<file path="config.mk">
export PLATFORM = sky130hd
export DESIGN_NAME = experiment_responder
export DESIGN_NICKNAME = d
export VERILOG_FILES = /design/src/rtl/experiment_responder.sv
export SDC_FILE = /design/constraint.sdc
export NUM_CORES = 1
export LEC_CHECK = 0
export CAP_MARGIN = 20
export CORE_MARGIN = 2
export CORE_UTILIZATION = 63
export CTS_BUF_LIST = sky130_fd_sc_hd__clkbuf_4 sky130_fd_sc_hd__clkbuf_8 sky130_fd_sc_hd__clkbuf_16
export CTS_CLUSTER_DIAMETER = 30
export CTS_CLUSTER_SIZE = 28
export DETAILED_ROUTE_END_ITERATION = 8
export GPL_TIMING_DRIVEN = 0
export HOLD_SLACK_MARGIN = 0.15
export MAX_ROUTING_LAYER = met4
export PLACE_DENSITY = 0.95
export SLEW_MARGIN = 20
export SYNTH_ARGS = -nofsm -noshare
export SYNTH_HDL_FRONTEND = slang
export SYNTH_SLANG_ARGS = --single-unit
</file>
<file path="constraint.sdc">
create_clock -name clock -period 7.9 [get_ports clock]
set_input_delay 1.975 -clock clock [delete_from_list [all_inputs] [get_ports clock]]
set_output_delay 1.975 -clock clock [all_outputs]
set_load 0.05 [all_outputs]
</file>
<file path="src/rtl/experiment_responder.sv">
// experiment_responder: detector/detonator plant emulator answering the experiment sequencer
module experiment_responder #(
  parameter int DETECTOR_INIT_CYCLES = 1000,
  parameter int DETECTOR_BUSY_CYCLES = 1_280_000,
  parameter int TRIGGER_MIN_LEN = 200,
  parameter int WIRE_DELAY_CYCLES = 2000,
  parameter int WIRE_PULSE_CYCLES = 200,
  parameter int CNT_WIDTH = 21
) (
  input  logic        clock,
  input  logic        reset_signal,
  input  logic        enable,
  input  logic        output_trigger,
  input  logic        detonator_triggered,
  input  logic        clear_errors,
  output logic        detector_ready,
  output logic        wire_sensor,
  output logic [15:0] trigger_count,
  output logic [15:0] detonate_count,
  output logic [2:0]  error_flags
);
  typedef enum logic [1:0] {D_INIT, D_READY, D_BUSY} d_state_t;
  typedef enum logic [1:0] {W_IDLE, W_DELAY, W_PULSE} w_state_t;
  localparam logic [CNT_WIDTH-1:0] ONE = CNT_WIDTH'(1);
  localparam logic [CNT_WIDTH-1:0] INIT_LD = CNT_WIDTH'(DETECTOR_INIT_CYCLES);
  localparam logic [CNT_WIDTH-1:0] BUSY_LD = CNT_WIDTH'(DETECTOR_BUSY_CYCLES);
  localparam logic [CNT_WIDTH-1:0] MIN_LD = CNT_WIDTH'(TRIGGER_MIN_LEN);
  localparam logic [CNT_WIDTH-1:0] DELAY_LD = CNT_WIDTH'(WIRE_DELAY_CYCLES);
  localparam logic [CNT_WIDTH-1:0] PULSE_LD = CNT_WIDTH'(WIRE_PULSE_CYCLES);
  logic trig_q, trig_p, det_q, det_p;
  logic trig_rise, trig_fall, det_rise;
  logic trig_acc, trig_err, det_acc, det_err, short_err;
  d_state_t d_state, d_next;
  w_state_t w_state, w_next;
  logic [CNT_WIDTH-1:0] d_tmr, d_tmr_next, w_tmr, w_tmr_next, hi_len;
  assign trig_rise = trig_q & ~trig_p;
  assign trig_fall = ~trig_q & trig_p;
  assign det_rise = det_q & ~det_p;
  assign short_err = enable & trig_fall & (hi_len < MIN_LD);
  // timers hold the remaining cycle count; the state advances on the edge where it reads 1
  always_comb begin
    d_next = d_state;
    d_tmr_next = d_tmr;
    trig_acc = 1'b0;
    trig_err = 1'b0;
    if (!enable) begin
      d_next = D_INIT;
      d_tmr_next = INIT_LD;
    end else begin
      case (d_state)
        D_READY: begin
          trig_acc = trig_rise;
          d_next = trig_rise ? D_BUSY : D_READY;
          d_tmr_next = trig_rise ? BUSY_LD : d_tmr;
        end
        default: begin
          trig_err = trig_rise;
          d_next = (d_tmr <= ONE) ? D_READY : d_state;
          d_tmr_next = (d_tmr <= ONE) ? d_tmr : d_tmr - ONE;
        end
      endcase
    end
  end
  always_comb begin
    w_next = w_state;
    w_tmr_next = w_tmr;
    det_acc = 1'b0;
    det_err = 1'b0;
    if (!enable) begin
      w_next = W_IDLE;
    end else begin
      case (w_state)
        W_IDLE: begin
          det_acc = det_rise;
          w_next = det_rise ? W_DELAY : W_IDLE;
          w_tmr_next = det_rise ? DELAY_LD : w_tmr;
        end
        W_DELAY: begin
          det_err = det_rise;
          w_next = (w_tmr <= ONE) ? W_PULSE : W_DELAY;
          w_tmr_next = (w_tmr <= ONE) ? PULSE_LD : w_tmr - ONE;
        end
        default: begin
          det_err = det_rise;
          w_next = (w_tmr <= ONE) ? W_IDLE : W_PULSE;
          w_tmr_next = (w_tmr <= ONE) ? w_tmr : w_tmr - ONE;
        end
      endcase
    end
  end
  always_ff @(posedge clock or posedge reset_signal) begin
    if (reset_signal) begin
      trig_q <= 1'b0;
      trig_p <= 1'b0;
      det_q <= 1'b0;
      det_p <= 1'b0;
      d_state <= D_INIT;
      d_tmr <= INIT_LD;
      w_state <= W_IDLE;
      w_tmr <= '0;
      hi_len <= '0;
      detector_ready <= 1'b0;
      wire_sensor <= 1'b0;
      trigger_count <= '0;
      detonate_count <= '0;
      error_flags <= '0;
    end else begin
      trig_q <= output_trigger;
      trig_p <= trig_q;
      det_q <= detonator_triggered;
      det_p <= det_q;
      d_state <= d_next;
      d_tmr <= d_tmr_next;
      w_state <= w_next;
      w_tmr <= w_tmr_next;
      hi_len <= trig_q ? ((hi_len < MIN_LD) ? hi_len + ONE : hi_len) : '0;
      detector_ready <= d_next == D_READY;
      wire_sensor <= w_next == W_PULSE;
      if (trig_acc && trigger_count != 16'hFFFF) trigger_count <= trigger_count + 16'd1;
      if (det_acc && detonate_count != 16'hFFFF) detonate_count <= detonate_count + 16'd1;
      error_flags <= (clear_errors ? 3'b000 : error_flags) | {det_err, short_err, trig_err};
    end
  end
endmodule

</file>
Yosys cells after proc, flatten, opt, wreduce, memory -nomap -nowiden --
Index checks and enable logic that the tools add are counted.
Word-level totals: input bits 6, logic and storage cells 75, flip-flop bits (word level) 108, output and inout port bits 37
Operators by class: add/sub/neg operators 5, muxes and demuxes 28, reduce and logical (&&, ||, !) cells 5, order comparisons 3, equal/unequal tests 11, bitwise operators 9
Operators by type and width (number):
- two-way mux 21 bit | 9
- <= comparator 21 x 1 -> 1 bit, second input constant | 2
- one-hot mux 21 bit (2 select lines) | 1
- subtractor 21 x 1 -> 21 bit, second input constant | 2
- adder 16 x 1 -> 16 bit, second input constant | 2
- != test 16 bit, second input constant | 2
- adder 21 x 1 -> 21 bit, second input constant | 1
- < comparator 21 x 8 -> 1 bit, second input constant | 1
- two-way mux 2 bit | 7
- two-way mux 1 bit | 9
- == test 2 x 1 -> 1 bit, second input constant | 3
- bitwise AND 1 bit | 5
- one-hot mux 2 bit (2 select lines) | 1
- two-way mux 3 bit | 1
- != test 3 x 1 -> 1 bit, second input constant | 1
- != test 3 x 2 -> 1 bit, second input constant | 1
- != test 3 bit, second input constant | 1
- inverter 1 bit | 3
- bitwise OR 3 bit | 1
- AND reduction 3 bit | 1
- == test 2 bit, second input constant | 1
- logical AND 1 bit | 2
- logical NOT 2 bit | 1
- != test 2 x 1 -> 1 bit, second input constant | 1
- other kinds (2) | 2

Depth between registers and ports, before layout --
word-level depth 6, mapped depth 9

Worst setup path after synthesis --
No wires, ideal clock.
path type input port to flip-flop, start input port enable, end register w_tmr[4], library setup time 0.121 ns, data required time 7.779 ns, arrival 3.035 ns, stages 5, path buffers 1, slack 4.744 ns, cell sequence o21ai_1 -> a21oi_1 -> clkbuf_1 -> o21ai_0 -> a22o_1
Between the ends: cells in the longest elaborated chain, start to end 1
RTL lines:
- start: declaration | line 12 | input logic enable,
- AND reduction 3 bit (no source line)
- end signal: assignment | line 115 | w_tmr <= w_tmr_next;
- end: declaration | line 35 | logic [CNT_WIDTH-1:0] d_tmr, d_tmr_next, w_tmr, w_tmr_next, hi_len;
Every way passes these cells. A chain may end at the register's enable or synchronous reset.

Final worst setup path --
start input port enable, end register w_tmr[8]
Same word-level chain as after synthesis.

==> impl_table.tex <==
\begin{tabular}{lr}
\hline
Metric & Value \\
\hline
\multicolumn{2}{l}{\textbf{Pwr}} \\
Worst vdd rail ir drop & between 0.1 and 0.15 mV \\
P\_leak & roughly 2.6 nW \\
Cell Pwr Density & 195 mW/mm\^{}2 \\
\multicolumn{2}{l}{\textbf{Yosys}} \\
Top post-synthesis cells by count & 102 x sky130\_fd\_sc\_hd\_\_dfrtp\_1, 49 x sky130\_fd\_sc\_hd\_\_nor2\_1, 32 x sky130\_fd\_sc\_hd\_\_nand2\_1 \\
Synth area leaders & sky130\_fd\_sc\_hd\_\_dfrtp\_1 48\%, sky130\_fd\_sc\_hd\_\_nor2\_1 3.4\%, sky130\_fd\_sc\_hd\_\_xor2\_1 3.1\% \\
Post-Syn Area per Cell & between 9 and 10 sq um \\
Number of distinct library cells after synthesis & 62 \\
Count of flip-flops with a built-in enable after synthesis & 0 \\
Net count after synthesis & around 550 \\
Number of synthesized register bits & 108 \\
Netlist area before placement & approximately 0.0053 sq mm \\
Most frequently used cell type in the post-synthesis netlist & sky130\_fd\_sc\_hd\_\_dfrtp\_1 \\
Part of the Yosys area used for sequential elements & about 51\% \\
Async SR Flop Fraction & 100\% \\
Ys Warns & 0 \\
Cell taking the most area after synthesis & sky130\_fd\_sc\_hd\_\_dfrtp\_1 \\
Main flop type after synthesis & sky130\_fd\_sc\_hd\_\_dfrtp\_1 \\
Mapped Cells & approximately 540 \\
Fraction of post-synthesis cell area in the top cell type by area & roughly 48\% \\
\multicolumn{2}{l}{\textbf{STA}} \\
Final Critical Period & approximately 4000 ps \\
Unrepaired setup endpoints after global routing & false \\
Setup TNS after final layout & 0 ps \\
Final setup violation count & 0 \\
Final clock skew & $\sim$16 ps \\
Transition time of the tightest slew-check pin & approximately 950 ps \\
Count of final max-slew check failures & 0 \\
Final worst-path cycle share & between 50\% and 60\% \\
Highest attainable clock frequency & 250 MHz \\
Worst slew margin relative to its limit & between 30\% and 40\% \\
Number of hold violations in the final report & 0 \\
\multicolumn{2}{l}{\textbf{Routing}} \\
Number of iterations in the first detailed-routing pass & 5 \\
Post-detailed-route DRC marker count & 0 \\
Detail-routed net length per standard cell & between 15 and 20 um \\
Final wirelength & about 14000 um \\
Vias after detailed routing & about 4700 \\
Average vias per placed instance & slightly below 7 \\
Number of DRC markers in iteration 0 & 409 \\
Number of nets with antenna violations after routing & 0 \\
\multicolumn{2}{l}{\textbf{Floorplanning}} \\
Core Box Area & between 0.008 and 0.009 sq mm \\
Effective utilization at floorplan & about two thirds \\
Count of boundary I/O pins & 43 \\
Floorplan die width & approximately 96 um \\
DIE HEIGHT & 96.0 um \\
Die Outline Area & between 0.009 and 0.01 sq mm \\
Core Rows & 33 \\
\multicolumn{2}{l}{\textbf{Setup path}} \\
CP delay by family, top & compound AO/OA/AOI/OAI gates \\
Largest fanout on the critical path & 10 \\
CP Data Required Time & around 8200 ps \\
Slowest stage cell, crit path & sky130\_fd\_sc\_hd\_\_clkdlybuf4s50\_1 \\
Crit path launch type & input pin \\
Ordered list of cells on the worst path & clkdlybuf4s50\_1, o21ai\_1, a21oi\_1, clkbuf\_1, o21ai\_0, a22o\_1 \\
Data arrival, critical path & $\sim$4300 ps \\
CP Class & input pin to register \\
Worst stage delay on the critical path & 650 ps \\
Number of buffers and inverters on the critical path & 2 \\
Kind of capture point of the worst setup path & register \\
\multicolumn{2}{l}{\textbf{Clock network}} \\
\# clock sinks & around 110 \\
CTS Hold Bufs & 0 \\
Htree depth & 3 \\
TritonCTS clock tree & yes \\
Number of buffers on the longest clock path & 2 \\
Skew-Pair Late Insertion Delay & just under 400 ps \\
Number of buffers created by CTS & 9 \\
Post CTS Setup Buffer Count & 0 \\
Clock edge transition at the registers on the reported setup and hold paths & 120 ps \\
Clock Root Buffer & sky130\_fd\_sc\_hd\_\_clkbuf\_8 \\
Number of gates given a new drive strength after cts & 0 \\
\multicolumn{2}{l}{\textbf{Global route}} \\
All-Layer GR Usage & between 30\% and 40\% \\
Number of global-route vias before repair & $\sim$4700 \\
Maximum number of pins on one net before global-route repair & 69 \\
Number of antenna violations at the first check in global routing & 0 \\
Global-route wire length before repair & about 22000 um \\
Final global-route overflow total & 0 \\
\multicolumn{2}{l}{\textbf{Layout}} \\
Share of final-layout standard cells stronger than drive strength 1 & between 6 and 7\% \\
Final design utilization & about three quarters \\
Syn-to-layout area delta & 14.8\% \\
Ant. Diodes & 0 \\
Post-layout nets & roughly 600 \\
\multicolumn{2}{l}{\textbf{Placement}} \\
Final RePlAce weighted congestion & about 0.95 \\
DPL Wire Length & between 9000 and 10000 um \\
IO buf count & 42 \\
\multicolumn{2}{l}{\textbf{Flow run}} \\
Max-capacitance violation count & 0 \\
\multicolumn{2}{l}{\textbf{Min path}} \\
Type of the most critical hold path & register to register \\
\multicolumn{2}{l}{\textbf{Run status}} \\
Outcome & finished, final reports clean \\
\hline
\end{tabular}
-- worst reg2reg max path: cells and delay by family, from the launching register on --
kind | cells | cell delay, ps
AND/OR/NAND/NOR | 1 | 210
flip-flops | 1 | 430
AO/OA/AOI/OAI | 4 | 1500
buffers and inverters | 2 | 250
adder cells (fa/ha/maj) | 1 | 190
-- report_power, final --
group	internal, mW	total (mW)	switching, mW	leakage [nW]
logic	0.0769	0.220	0.143	1.10
registers	0.586	0.631	0.0451	1.42
clock network	0.126	0.343	0.216	0.0994
total	0.789	1.19	0.404	2.62
-- final cells by class --
cell class / count / area, sq um
Multi-Input combinational cell: 399 / 2510
Sequential cell: 108 / 2710
Clock buffer: 9 / 124
Fill cell: 507 / 2090
Timing Repair Buffer: 43 / 448
Inverter: 12 / 50.0
Buffer: 16 / 65.1
Clock inverter: 7 / 80.1
Tap cell: 105 / 131
-- layer usage --
layer  track usage, %  part of all wire, %  vias to the layer above
met2             53.6                   51                      257
met4             15.0                  3.9                        0
li1                 -                    -                     2099
met3             6.11                  6.8                       65
met5                -                    0                        -
met1             38.4                   38                     2325
-- registers in the layout, summed over array words and instances, names as in the netlist, 2 cells and up --
signal / count
d_tmr: 21
hi_len: 21
w_tmr: 21
detonate_count: 16
trigger_count: 16
error_flags: 3
d_state: 2
w_state: 2
-- layout by cell type (no fill, tap or decap), types with 7 or more instances in the layout --
cell	count
sky130_fd_sc_hd__xor2_1	19
sky130_fd_sc_hd__nor3_1	20
sky130_fd_sc_hd__clkbuf_8	9
sky130_fd_sc_hd__clkbuf_1	14
sky130_fd_sc_hd__inv_1	11
sky130_fd_sc_hd__or3_1	8
sky130_fd_sc_hd__clkdlybuf4s50_1	42
sky130_fd_sc_hd__nand4_1	17
sky130_fd_sc_hd__and2_1	20
sky130_fd_sc_hd__o21ai_0	14
sky130_fd_sc_hd__xnor2_1	16
sky130_fd_sc_hd__nand2_1	32
sky130_fd_sc_hd__nor2_1	49
sky130_fd_sc_hd__nand3_1	29
sky130_fd_sc_hd__a31oi_1	9
sky130_fd_sc_hd__o31ai_1	13
sky130_fd_sc_hd__dfrtp_1	102
sky130_fd_sc_hd__a21oi_1	27
sky130_fd_sc_hd__ha_1	7
sky130_fd_sc_hd__nor4_1	14
sky130_fd_sc_hd__or4_1	12
-- logic make-up after synthesis --
kind of cell	count (synthesis)	share of synthesized area (%)
fa+ha+maj	7	1.64
mux	3	0.610
compound gates	109	13.9
simple gates	245	25.2
buf+inv	28	2.06
flops	108	50.8
xor+xnor	35	5.75
-- path summary, 6_finish.rpt --
check | slack [ps] | from | endpoint | depth (start not counted)
setup / recovery | 3910 | enable | w_tmr[8] | 6
hold / removal | 490 | det_q | det_p | 0
setup reg to reg | 5210 | d_tmr[1] | d_tmr[19] | 8
hold reg to reg | 490 | det_q | det_p | 0
max in group asynchronous | 5230 | reset_signal | d_tmr[5] | 3
min in group asynchronous | 1970 | reset_signal | detonate_count[3] | 2
-- through the flow --
step                      worst slack, ps  instances  power, mW  hold WS, ps  cell area [sq um]
after floorplan                      3090        535      0.779          367               5330
after CTS                            3940        699       1.19          479               6120
after global routing                 3760        699       1.24          514               6120
final                                3910        699       1.19          488               6120
after detailed placement             3530        683      0.851          433               5920
after global placement               1680        682      0.836          400               5890
Power figures use the tool's default switching activity.
